<file path="src/rtl/textlcd_pkg.sv">
// Shared definitions for the text-LCD read and write sequencers.
// Holds the HD44780 command codes, the read-request op encoding, the
// reader state enum and the default bus/exec timing constants.
package textlcd_pkg;

  localparam logic [7:0] CMD_SET_DDRAM = 8'h80;

  localparam logic OP_RD_BF   = 1'b0;
  localparam logic OP_RD_DATA = 1'b1;

  localparam int unsigned TEXTLCD_SETUP_CYC = 200;
  localparam int unsigned TEXTLCD_PULSE_CYC = 1600;
  localparam int unsigned TEXTLCD_HOLD_CYC  = 100;
  localparam int unsigned TEXTLCD_EXEC_CYC  = 2000;
  localparam int unsigned TEXTLCD_POLL_MAX  = 64;

  typedef enum logic [2:0] {
    StIdle,
    StSetAddr,
    StExecWait,
    StPoll,
    StRdCyc,
    StDone
  } textlcd_state_e;

endpackage

</file>
<file path="src/rtl/textlcd_bus_cycle.sv">
// One LCD bus cycle timer: SETUP_CYC clocks of setup, PULSE_CYC clocks of EN
// high, HOLD_CYC clocks of hold. A start pulse (allowed on the done clock for
// back-to-back cycles) restarts the phase counter at 0.
// Ports:
//   clk_i, rst_ni  clock, async active-low reset
//   start_i        begin a cycle on this edge (phase 0 follows)
//   lcd_en_o       registered EN strobe
//   sample_o       high on the last EN-high clock (capture DB here)
//   done_o         high on the last phase of the cycle
module textlcd_bus_cycle #(
  parameter int unsigned SETUP_CYC = 200,
  parameter int unsigned PULSE_CYC = 1600,
  parameter int unsigned HOLD_CYC  = 100
) (
  input  logic clk_i,
  input  logic rst_ni,
  input  logic start_i,
  output logic lcd_en_o,
  output logic sample_o,
  output logic done_o
);

  localparam int unsigned CycT = SETUP_CYC + PULSE_CYC + HOLD_CYC;
  localparam int unsigned PhW  = $clog2(CycT);

  logic [PhW-1:0] phase_q, phase_d;
  logic           active_q, active_d;
  logic           en_q, en_d;

  always_comb begin
    phase_d  = phase_q;
    active_d = active_q;
    if (start_i) begin
      phase_d  = '0;
      active_d = 1'b1;
    end else if (active_q) begin
      if (phase_q == PhW'(CycT - 1)) begin
        phase_d  = '0;
        active_d = 1'b0;
      end else begin
        phase_d = phase_q + 1'b1;
      end
    end
    // EN is decoded from the next phase so the pin itself comes from a flop.
    en_d = active_d && (phase_d >= PhW'(SETUP_CYC)) &&
           (phase_d <= PhW'(SETUP_CYC + PULSE_CYC - 1));
  end

  always_ff @(posedge clk_i or negedge rst_ni) begin
    if (!rst_ni) begin
      phase_q  <= '0;
      active_q <= 1'b0;
      en_q     <= 1'b0;
    end else begin
      phase_q  <= phase_d;
      active_q <= active_d;
      en_q     <= en_d;
    end
  end

  assign lcd_en_o = en_q;
  assign sample_o = active_q && (phase_q == PhW'(SETUP_CYC + PULSE_CYC - 1));
  assign done_o   = active_q && (phase_q == PhW'(CycT - 1));

endmodule

</file>
<file path="src/rtl/textlcd_reader.sv">
// HD44780-style character-LCD read controller. Accepts one read request at a
// time: op 0 reads BF/AC (RS=0), op 1 sets the DDRAM address with a write
// cycle, waits, then reads the DDRAM byte (RS=1). Result arrives as a
// one-clock rd_valid_o pulse with rd_data_o held until the next pulse.
// Build option: define TEXTLCD_READER_BUSY_POLL_EN to replace the fixed
// post-address wait with busy-flag polling (bounded by POLL_MAX, err_o on
// timeout with rd_data_o = 0xFF). Without it err_o is tied low.
// Ports:
//   clk_i, rst_ni                   clock, async active-low reset
//   req_i, req_op_i, req_addr_i     request strobe (sampled when ready_o), op, address
//   ready_o                         high only in idle
//   rd_valid_o, rd_data_o, err_o    result pulse, byte, error qualifier
//   lcd_rs_o, lcd_rw_o, lcd_en_o    LCD control pins
//   lcd_data_out_o, lcd_data_oe_o   pad drive data and enable (write cycles only)
//   lcd_data_in_i                   pad input
module textlcd_reader
  import textlcd_pkg::*;
#(
  parameter int unsigned SETUP_CYC = TEXTLCD_SETUP_CYC,
  parameter int unsigned PULSE_CYC = TEXTLCD_PULSE_CYC,
  parameter int unsigned HOLD_CYC  = TEXTLCD_HOLD_CYC,
  parameter int unsigned EXEC_CYC  = TEXTLCD_EXEC_CYC,
  parameter int unsigned POLL_MAX  = TEXTLCD_POLL_MAX
) (
  input  logic       clk_i,
  input  logic       rst_ni,
  input  logic       req_i,
  input  logic       req_op_i,
  input  logic [6:0] req_addr_i,
  output logic       ready_o,
  output logic       rd_valid_o,
  output logic [7:0] rd_data_o,
  output logic       err_o,
  output logic       lcd_rs_o,
  output logic       lcd_rw_o,
  output logic       lcd_en_o,
  output logic [7:0] lcd_data_out_o,
  output logic       lcd_data_oe_o,
  input  logic [7:0] lcd_data_in_i
);

  // Zero-length timing phases are not supported.
  if (SETUP_CYC == 0 || PULSE_CYC == 0 || HOLD_CYC == 0 || EXEC_CYC == 0 ||
      POLL_MAX == 0) begin : g_bad_timing_param
  end

  textlcd_state_e state_q;
  logic           op_q;
  logic [7:0]     samp_q;
  logic           rs_q, rw_q, oe_q;
  logic [7:0]     dout_q;
  logic           rd_valid_q;
  logic [7:0]     rd_data_q;
  logic           bus_start, bus_sample, bus_done;

`ifdef TEXTLCD_READER_BUSY_POLL_EN
  localparam int unsigned PollW = $clog2(POLL_MAX + 1);
  logic [PollW-1:0] poll_cnt_q;
  logic             err_q, err_pend_q;
  logic             poll_give_up;
  assign poll_give_up = samp_q[7] && (poll_cnt_q == PollW'(POLL_MAX));
`else
  localparam int unsigned ExecW = $clog2(EXEC_CYC + 1);
  logic [ExecW-1:0] exec_cnt_q;
  logic             exec_done;
  assign exec_done = (state_q == StExecWait) && (exec_cnt_q == ExecW'(EXEC_CYC - 1));
`endif

  textlcd_bus_cycle #(
    .SETUP_CYC (SETUP_CYC),
    .PULSE_CYC (PULSE_CYC),
    .HOLD_CYC  (HOLD_CYC)
  ) u_bus (
    .clk_i    (clk_i),
    .rst_ni   (rst_ni),
    .start_i  (bus_start),
    .lcd_en_o (lcd_en_o),
    .sample_o (bus_sample),
    .done_o   (bus_done)
  );

  // Bus cycles start on exactly the edges where the FSM enters a bus state.
  always_comb begin
    bus_start = 1'b0;
    unique case (state_q)
      StIdle:     bus_start = req_i;
`ifdef TEXTLCD_READER_BUSY_POLL_EN
      StSetAddr:  bus_start = bus_done;
      StPoll:     bus_start = bus_done && !poll_give_up;
`else
      StSetAddr:  bus_start = 1'b0;
      StExecWait: bus_start = exec_done;
`endif
      default:    bus_start = 1'b0;
    endcase
  end

  always_ff @(posedge clk_i or negedge rst_ni) begin
    if (!rst_ni) begin
      state_q    <= StIdle;
      op_q       <= OP_RD_BF;
      samp_q     <= '0;
      rs_q       <= 1'b0;
      rw_q       <= 1'b0;
      oe_q       <= 1'b0;
      dout_q     <= '0;
      rd_valid_q <= 1'b0;
      rd_data_q  <= '0;
`ifdef TEXTLCD_READER_BUSY_POLL_EN
      poll_cnt_q <= '0;
      err_q      <= 1'b0;
      err_pend_q <= 1'b0;
`else
      exec_cnt_q <= '0;
`endif
    end else begin
      rd_valid_q <= 1'b0;
`ifdef TEXTLCD_READER_BUSY_POLL_EN
      err_q      <= 1'b0;
`endif
      if (bus_sample) samp_q <= lcd_data_in_i;
      unique case (state_q)
        StIdle: begin
          if (req_i) begin
            op_q <= req_op_i;
            if (req_op_i == OP_RD_BF) begin
              state_q <= StRdCyc;
              rs_q    <= 1'b0;
              rw_q    <= 1'b1;
              oe_q    <= 1'b0;
            end else begin
              state_q <= StSetAddr;
              rs_q    <= 1'b0;
              rw_q    <= 1'b0;
              oe_q    <= 1'b1;
              dout_q  <= CMD_SET_DDRAM | {1'b0, req_addr_i};
            end
          end
        end
        StSetAddr: begin
          if (bus_done) begin
            oe_q   <= 1'b0;
            dout_q <= '0;
`ifdef TEXTLCD_READER_BUSY_POLL_EN
            state_q    <= StPoll;
            rw_q       <= 1'b1;
            poll_cnt_q <= PollW'(1);
`else
            state_q    <= StExecWait;
            exec_cnt_q <= '0;
`endif
          end
        end
`ifdef TEXTLCD_READER_BUSY_POLL_EN
        StPoll: begin
          if (bus_done) begin
            if (!samp_q[7]) begin
              state_q <= StRdCyc;
              rs_q    <= (op_q == OP_RD_DATA);
            end else if (poll_give_up) begin
              state_q    <= StDone;
              rw_q       <= 1'b0;
              err_pend_q <= 1'b1;
            end else begin
              poll_cnt_q <= poll_cnt_q + 1'b1;
            end
          end
        end
`else
        StExecWait: begin
          if (exec_done) begin
            state_q <= StRdCyc;
            rs_q    <= (op_q == OP_RD_DATA);
            rw_q    <= 1'b1;
          end else begin
            exec_cnt_q <= exec_cnt_q + 1'b1;
          end
        end
`endif
        StRdCyc: begin
          if (bus_done) begin
            state_q <= StDone;
            rs_q    <= 1'b0;
            rw_q    <= 1'b0;
          end
        end
        StDone: begin
          rd_valid_q <= 1'b1;
          state_q    <= StIdle;
`ifdef TEXTLCD_READER_BUSY_POLL_EN
          rd_data_q  <= err_pend_q ? 8'hFF : samp_q;
          err_q      <= err_pend_q;
          err_pend_q <= 1'b0;
`else
          rd_data_q  <= samp_q;
`endif
        end
        default: state_q <= StIdle;
      endcase
    end
  end

  assign ready_o        = (state_q == StIdle);
  assign rd_valid_o     = rd_valid_q;
  assign rd_data_o      = rd_data_q;
  assign lcd_rs_o       = rs_q;
  assign lcd_rw_o       = rw_q;
  assign lcd_data_out_o = dout_q;
  assign lcd_data_oe_o  = oe_q;
`ifdef TEXTLCD_READER_BUSY_POLL_EN
  assign err_o = err_q;
`else
  assign err_o = 1'b0;
`endif

endmodule

</file>
<file path="config.mk">
export PLATFORM = sky130hd
export DESIGN_NAME = textlcd_reader
export DESIGN_NICKNAME = d
export VERILOG_FILES = /design/src/rtl/textlcd_pkg.sv /design/src/rtl/textlcd_bus_cycle.sv /design/src/rtl/textlcd_reader.sv
export SDC_FILE = /design/constraint.sdc
export NUM_CORES = 1
export LEC_CHECK = 0
export CAP_MARGIN = 10
export CORE_MARGIN = 2
export CORE_UTILIZATION = 42
export CTS_CLUSTER_DIAMETER = 80
export DETAILED_ROUTE_END_ITERATION = 7
export DONT_BUFFER_PORTS = 1
export SLEW_MARGIN = 30
export SYNTH_ARGS = -nofsm -noshare
export SYNTH_HDL_FRONTEND = slang
export SYNTH_SLANG_ARGS = --single-unit
</file>
<file path="constraint.sdc">
create_clock -name clk_i -period 2.7 [get_ports clk_i]
set_clock_uncertainty 0.15 [all_clocks]
set_input_delay 0 -clock clk_i [delete_from_list [all_inputs] [get_ports clk_i]]
set_output_delay 0 -clock clk_i [all_outputs]
set_load 0.005 [all_outputs]
</file>
Yosys cells after proc, flatten, opt, wreduce, memory -nomap -nowiden
Cells that the tools add are included.
{"block": "op_classes", "add_sub_neg": 2, "multipliers": 0, "div": 0, "order_cmp": 2, "eq_ne": 13, "shifts": 0, "muxes": 32, "bitwise_logic": 0, "reduce_logical": 15}
{"cell": "11-bit 2-to-1 mux", "n": 5}
{"cell": "11-bit equality test, second input constant", "n": 3}
{"cell": "8-bit 2-to-1 mux", "n": 3}
{"cell": "11-bit by 1-bit adder with 11-bit output, second input constant", "n": 2}
{"cell": "11-bit case mux with 2 select lines", "n": 1}
{"cell": "8-bit case mux with 2 select lines", "n": 1}
{"cell": "3-bit 2-to-1 mux", "n": 5}
{"cell": "1-bit 2-to-1 mux", "n": 12}
{"cell": "2-bit != test, second input constant", "n": 6}
{"cell": "3-bit case mux with 4 select lines", "n": 1}
{"cell": "4-bit AND reduction", "n": 3}
{"cell": "11-bit by 8-bit greater-or-equal comparator with 1-bit output, second input constant", "n": 1}
{"cell": "11-bit <= comparator, second input constant", "n": 1}
{"cell": "3-bit equality test, second input constant", "n": 2}
{"cell": "1-bit case mux with 3 select lines", "n": 2}
{"cell": "3-bit AND reduction", "n": 2}
{"cell": "1-bit logical AND", "n": 5}
{"cell": "1-bit case mux with 2 select lines", "n": 2}
{"cell": "2-bit nonzero test", "n": 2}
{"cell": "3-bit by 1-bit equality test with 1-bit output, second input constant", "n": 1}
{"cell": "3-bit by 2-bit equality test with 1-bit output, second input constant", "n": 1}
{"cell": "3-bit logical NOT", "n": 1}
{"cell": "3-bit nonzero test", "n": 1}
{"cell": "2-bit AND reduction", "n": 1}
{"block": "totals", "regBits": 56, "latch_bits": 0, "mem_bits_rw": 0, "mem_bits_ro": 0, "in_bits": 19, "output_inout_bits": 23, "word_cells": 77, "mem_count": 0}

Longest topological paths before layout
{"block": "logic_depth", "depth_word": 7, "depth_mapped": 8, "mapped_depth_nobuf": 7}

By module
A second synthesis with hierarchy kept.
{"block": "hier_totals", "hier_cells": 264, "hier_area_um2": 2841.5}
{"module": "textlcd_reader", "instances": 1, "cells_each": 169, "area_per_inst_um2": 1938.1, "seq_area_each_um2": 1076.0}
{"module": "textlcd_bus_cycle", "instances": 1, "cells_each": 95, "area_per_inst_um2": 903.4, "seq_area_each_um2": 325.3}

Least setup slack after synthesis
No wires, ideal clock.
{"block": "synth_path", "path_type": "reg2reg", "from": "register u_bus.phase_q[0]", "to": "register u_bus.en_q, in the netlist u_bus.lcd_en_o", "setup_ps": 94, "arrival_ps": 1825, "required_ps": 2456, "slack_ps": 632, "stages_incl_launch_ff": 9, "path_buffers": 1, "synth_period_minus_slack_ps": 2068, "path_cell_list": "dfrtp_1 > ha_1 > and3_1 > buf_2 > a21oi_1 > o22ai_1 > a32o_1 > or3_4 > a221oi_2"}
{"block": "synth_between", "elab_chain_len": 7, "elab_cells_between_ends": 12, "cone_classes": "1 x add/sub; 2 x order compare; 1 x eq/ne; 6 x mux; 2 x reduce/logical"}
{"item": "from (decl)", "line_no": "textlcd_bus_cycle.sv:26", "text": "logic [PhW-1:0] phase_q, phase_d;"}
{"item": "from (signal assigned)", "line_no": "textlcd_bus_cycle.sv:55", "text": "phase_q <= phase_d;"}
{"item": "11-bit by 1-bit adder with 11-bit output or 11-bit equality test (tied branches)", "line_no": "textlcd_bus_cycle.sv:41, textlcd_bus_cycle.sv:37"}
{"item": "11-bit 2-to-1 mux", "line_no": "textlcd_bus_cycle.sv:37", "text": "if (phase_q == PhW'(CycT - 1)) begin"}
{"item": "11-bit 2-to-1 mux", "line_no": "textlcd_bus_cycle.sv:36", "text": "end else if (active_q) begin"}
{"item": "11-bit 2-to-1 mux", "line_no": "textlcd_bus_cycle.sv:33", "text": "if (start_i) begin"}
{"item": "11-bit by 8-bit greater-or-equal comparator with 1-bit output", "line_no": "textlcd_bus_cycle.sv:45", "text": "en_d = active_d && (phase_d >= PhW'(SETUP_CYC)) &&"}
{"item": "1-bit logical AND", "line_no": "textlcd_bus_cycle.sv:45"}
{"item": "1-bit logical AND *", "line_no": "textlcd_bus_cycle.sv:45"}
{"item": "named net u_bus.en_d", "line_no": "textlcd_bus_cycle.sv:28", "text": "logic en_q, en_d;"}
{"item": "to (signal assigned)", "line_no": "textlcd_bus_cycle.sv:57", "text": "en_q <= en_d;"}
{"item": "to (decl)", "line_no": "textlcd_bus_cycle.sv:28"}
The timed path passes the listed nets; every way through them passes the cells marked *.
A chain may end at the register's enable or synchronous reset.

Worst setup path after layout
{"block": "layout_path", "from": "register u_bus.phase_q[7]", "to": "register dout_q[2], in the netlist lcd_data_out_o[2]"}
{"block": "layout_between", "elab_chain_len": 4}
{"item": "11-bit equality test", "line_no": "textlcd_bus_cycle.sv:63", "text": "assign done_o = active_q && (phase_q == PhW'(CycT - 1));"}
{"item": "1-bit logical AND", "line_no": "textlcd_bus_cycle.sv:63"}
{"item": "2-bit != test (no source line)"}
{"item": "4-bit AND reduction (no source line)"}
{"item": "to (signal assigned)", "line_no": "textlcd_reader.sv:136", "text": "dout_q <= CMD_SET_DDRAM | {1'b0, req_addr_i};"}
{"item": "to (decl)", "line_no": "textlcd_reader.sv:51", "text": "logic [7:0] dout_q;"}
No other way between the ends.

==> metrics.txt <==
# TYPE chip_impl_metric gauge
chip_impl_metric{name="rows",unit=""} 29
chip_impl_metric{name="syn-num-nets",unit=""} 306
chip_impl_metric{name="post_synth_num_cell_types",unit=""} 55
chip_impl_metric{name="number_of_filler_instances_in_the_final_layout",unit=""} 616
chip_impl_info{name="crit_path_end_kind",value="flop"} 1
chip_impl_info{name="worst_path_max_delay_cell",value="sky130_fd_sc_hd__dfrtp_1"} 1
chip_impl_metric{name="cts_made_buffers",unit=""} 5
chip_impl_metric{name="cp_data_required_time",unit="ns"} 2.80
chip_impl_info{name="crit_path_start_kind",value="flop"} 1
chip_impl_metric{name="floorplan.initialDensity",unit="%"} 43.9
chip_impl_metric{name="clk-insertion-delay-late",unit="ns"} 0.31
chip_impl_info{name="ys_dominant_reg_cell",value="sky130_fd_sc_hd__dfrtp_1"} 1
chip_impl_metric{name="synth_async_sr_flop_share",unit="%"} 100
chip_impl_metric{name="area_growth_syn_to_layout",unit="%"} 13.0
chip_impl_metric{name="path_buf_inv",unit=""} 0
chip_impl_metric{name="timing_worst_slew_pin_value",unit="ns"} 0.573
chip_impl_info{name="run_status",value="finished clean"} 1
chip_impl_info{name="cts_tree",value="yes"} 1
chip_impl_metric{name="fmax",unit="GHz"} 0.431
chip_impl_info{name="most-common-layout-cells",value="sky130_fd_sc_hd__dfrtp_1, sky130_fd_sc_hd__nand2_1, sky130_fd_sc_hd__nor2_1"} 1
chip_impl_metric{name="post_cts_setup_buffers",unit=""} 0
chip_impl_metric{name="drtPass1Iterations",unit=""} 4
chip_impl_metric{name="first_global_vias",unit=""} 2012
chip_impl_metric{name="clk_transition_reported_paths",unit="ns"} 0.11
chip_impl_metric{name="regToRegSetupSlack",unit="ns"} 0.38
chip_impl_metric{name="fin_tns_setup",unit="ns"} 0
chip_impl_metric{name="timing.critical_path.fanout_max",unit=""} 16
chip_impl_info{name="family_with_the_most_delay_on_the_worst_path",value="simple AND/OR/NAND/NOR gates"} 1
chip_impl_metric{name="leakage",unit="nW"} 1.49
chip_impl_metric{name="final_cell_count_no_fill",unit=""} 381
chip_impl_metric{name="synth_register_bits",unit=""} 56
chip_impl_metric{name="grt_use_total",unit="%"} 16.1
chip_impl_metric{name="drive_gt1_share",unit="%"} 12.2
chip_impl_metric{name="max_slew_margin",unit="%"} 61.5
chip_impl_metric{name="yosysSeqAreaShare",unit="%"} 49.4
chip_impl_metric{name="post_synth.cell_area_avg",unit="um^2"} 9.96
chip_impl_metric{name="slew_viol_final",unit=""} 0
chip_impl_metric{name="final_util",unit="%"} 49.7
chip_impl_metric{name="critPathMaxStageDelay",unit="ns"} 0.50
chip_impl_metric{name="first_iter_violations",unit=""} 107
chip_impl_metric{name="core-area",unit="um^2"} 6460
chip_impl_metric{name="place.detailed.instances",unit=""} 353
chip_impl_metric{name="grt_first_pass_wirelength",unit="mm"} 9.65
chip_impl_metric{name="synth-warning-count",unit=""} 0
chip_impl_metric{name="final_worst_path_cycle_share",unit="%"} 86.0
chip_impl_info{name="timing.setup.critical_path_class",value="flop to flop"} 1
chip_impl_metric{name="power_per_cell_area",unit="nW/um^2"} 672
chip_impl_metric{name="die_y",unit="um"} 86.2
chip_impl_metric{name="maximum_number_of_pins_on_one_net_before_global_route_repair",unit=""} 57
chip_impl_info{name="layout.cells.most_common",value="sky130_fd_sc_hd__dfrtp_1"} 1
chip_impl_metric{name="htree_num_levels",unit=""} 2
chip_impl_info{name="timing.hold.worst.class",value="primary input to asynchronous set/reset pin"} 1
chip_impl_info{name="timing.rr.start",value="u_bus.phase_q[7]$_DFF_PN0_"} 1
chip_impl_metric{name="antenna_found_initial",unit=""} 0
chip_impl_metric{name="ios",unit=""} 42
chip_impl_info{name="critical_path.reg2reg.endpoint",value="lcd_data_out_o[2]$_DFFE_PN0P_"} 1
chip_impl_metric{name="final_routed_wirelength",unit="mm"} 5.42
chip_impl_metric{name="reg2reg_depth",unit=""} 6
chip_impl_metric{name="avgRoutedWirePerCell",unit="um"} 14.2
chip_impl_metric{name="drc_violations_left",unit=""} 0
chip_impl_metric{name="tritoncts_sinks",unit=""} 56
chip_impl_metric{name="synth.cell_area",unit="um^2"} 2840
chip_impl_metric{name="floorplan_die_width",unit="um"} 86.2
chip_impl_info{name="cp-startpoint",value="u_bus.phase_q[7]$_DFF_PN0_"} 1
chip_impl_metric{name="synth_enable_flop_cells",unit=""} 0
chip_impl_metric{name="clk_path_buf_depth",unit=""} 2
chip_impl_metric{name="port_buffers",unit=""} 0
chip_impl_metric{name="final.min_clock_period",unit="ns"} 2.32
chip_impl_metric{name="cells_after_synth",unit=""} 285
chip_impl_metric{name="num_antenna_cells",unit=""} 0
chip_impl_metric{name="floorplan.die_area",unit="um^2"} 7430
chip_impl_metric{name="vias_per_cell",unit=""} 5.28
chip_impl_metric{name="drv_cap",unit=""} 0
chip_impl_metric{name="routability_congestion_estimate_from_global_placement",unit=""} 0.897
chip_impl_metric{name="grt_overflow",unit=""} 0
chip_impl_metric{name="ant_nets",unit=""} 0
chip_impl_metric{name="ir_drop",unit="uV"} 304
chip_impl_metric{name="detailedPlacementHpwl",unit="mm"} 3.54
chip_impl_metric{name="layout.nets",unit=""} 324
chip_impl_info{name="rsz0062_at_grt",value="false"} 1
chip_impl_metric{name="timing_hold_violations_final",unit=""} 0
chip_impl_metric{name="routed-via-count",unit=""} 2013
chip_impl_metric{name="cp_data_arrival_time",unit="ns"} 2.42
chip_impl_info{name="clock_tree.root_cell",value="sky130_fd_sc_hd__clkbuf_8"} 1
chip_impl_metric{name="setup_violations",unit=""} 0
chip_impl_info{name="worstPathCellList",value="and4b_1 > nand4_4 > nor2_4 > a2bb2oi_4 > nand3_1 > o21ai_1"} 1
[cell type report]
cell class	count	area, um^2	area share, %
Sequential cell	56	1400	43.7
Multi-Input combinational cell	203	1300	40.6
Timing Repair Buffer	23	240	7.49
Tap cell	77	96.3	3.00
Clock buffer	5	68.8	2.15
Inverter	14	52.6	1.64
Clock inverter	3	46.3	1.44
[worst max path at each step]
stage / cells after the start / slack, ns / to
final: 6 / 0.38 / lcd_data_out_o[2]$_DFFE_PN0P_
after CTS: 6 / 0.38 / lcd_data_out_o[3]$_DFFE_PN0P_
after floorplan: 8 / 0.63 / u_bus.lcd_en_o$_DFF_PN0_
after global routing: 6 / 0.20 / lcd_data_out_o[2]$_DFFE_PN0P_
after global placement: 6 / 0.39 / lcd_data_out_o[6]$_DFFE_PN0P_
after detailed placement: 6 / 0.39 / lcd_data_out_o[3]$_DFFE_PN0P_
[where the power goes]
group	leakage, nW	internal (mW)	total (mW)	switching (mW)
combinational	0.684	0.205	0.464	0.259
clock	0.0548	0.280	0.571	0.291
sequential	0.750	0.977	1.12	0.143
total	1.49	1.46	2.16	0.693
[sequential cells by signal (all words and copies together), names as in the netlist]
signal / count
lcd_rw_o: 1
exec_cnt_q: 11
lcd_rs_o: 1
samp_q: 8
rd_valid_o: 1
op_q: 1
lcd_data_out_o: 8
state_q: 3
u_bus.active_q: 1
u_bus.phase_q: 11
u_bus.lcd_en_o: 1
rd_data_o: 8
lcd_data_oe_o: 1
[cell families after synthesis]
logic type               after synthesis  synth area share (%)
AO/OA/AOI/OAI                         37                  9.44
XOR/XNOR                              20                  6.17
adder cells (fa/ha/maj)                2                 0.882
buffers and inverters                 26                  4.76
flip-flops                            56                  49.4
multiplexers                          10                  3.97
other                                  1                 0.132
AND/OR/NAND/NOR                      133                  25.3
[worst reg2reg max path, stage by stage (launching register included)]
cell and delay (ns):
sky130_fd_sc_hd__dfrtp_1 0.50, sky130_fd_sc_hd__and4b_1 0.41, sky130_fd_sc_hd__nand4_4 0.21, sky130_fd_sc_hd__nor2_4 0.43, sky130_fd_sc_hd__a2bb2oi_4 0.35, sky130_fd_sc_hd__nand3_1 0.13
sky130_fd_sc_hd__o21ai_1 0.09
[per-stage QoR]
stage               power (mW)  worst slack, ns  hold slack, ns  instance area (um^2)
floorplan                 1.47            0.632          -0.446                  2840
global placement          1.55            0.391          -0.444                  2870
detailed placement        1.56            0.390          -0.444                  2870
CTS                       2.18            0.377          0.0656                  3210
global route              2.30            0.199          0.0699                  3210
finish                    2.16            0.379          0.0496                  3210
[routing by layer]
metal	track usage, %	vias to the layer above	share of wire (%)
li1	-	1009	-
met1	22.8	950	51
met2	24.7	46	43
met3	3.81	8	5.1
met4	5.11	0	1.3
met5	0	-	0
[cell usage after synthesis, drive strengths merged, types with 2 or more instances]
cell type  number  area share [%]
nand2b          4             1.1
nor4            3             1.1
nor2           32             4.6
xor2           13             4.0
and4            2            0.62
buf            11             2.8
and2            4            0.88
o2111ai         2            0.62
o21ai          14             2.5
nand3          16             3.3
or2             2            0.44
nand2          46             6.1
nand4           6             1.9
xnor2           7             2.2
dfrtp          56              49
clkinv          2            0.26
nor3            4            0.88
ha              2            0.88
mux2           10             4.0
or3             3            0.84
a21oi           7             1.2
and3            8             1.9
inv            12             1.6
o211ai          2            0.53
[what timing repair did]
action                    CTS  global route
gates resized for setup     0             0
hold endpoints to repair   77             0
hold buffers               20             0
Note: power is estimated with default switching activity, not from simulation.
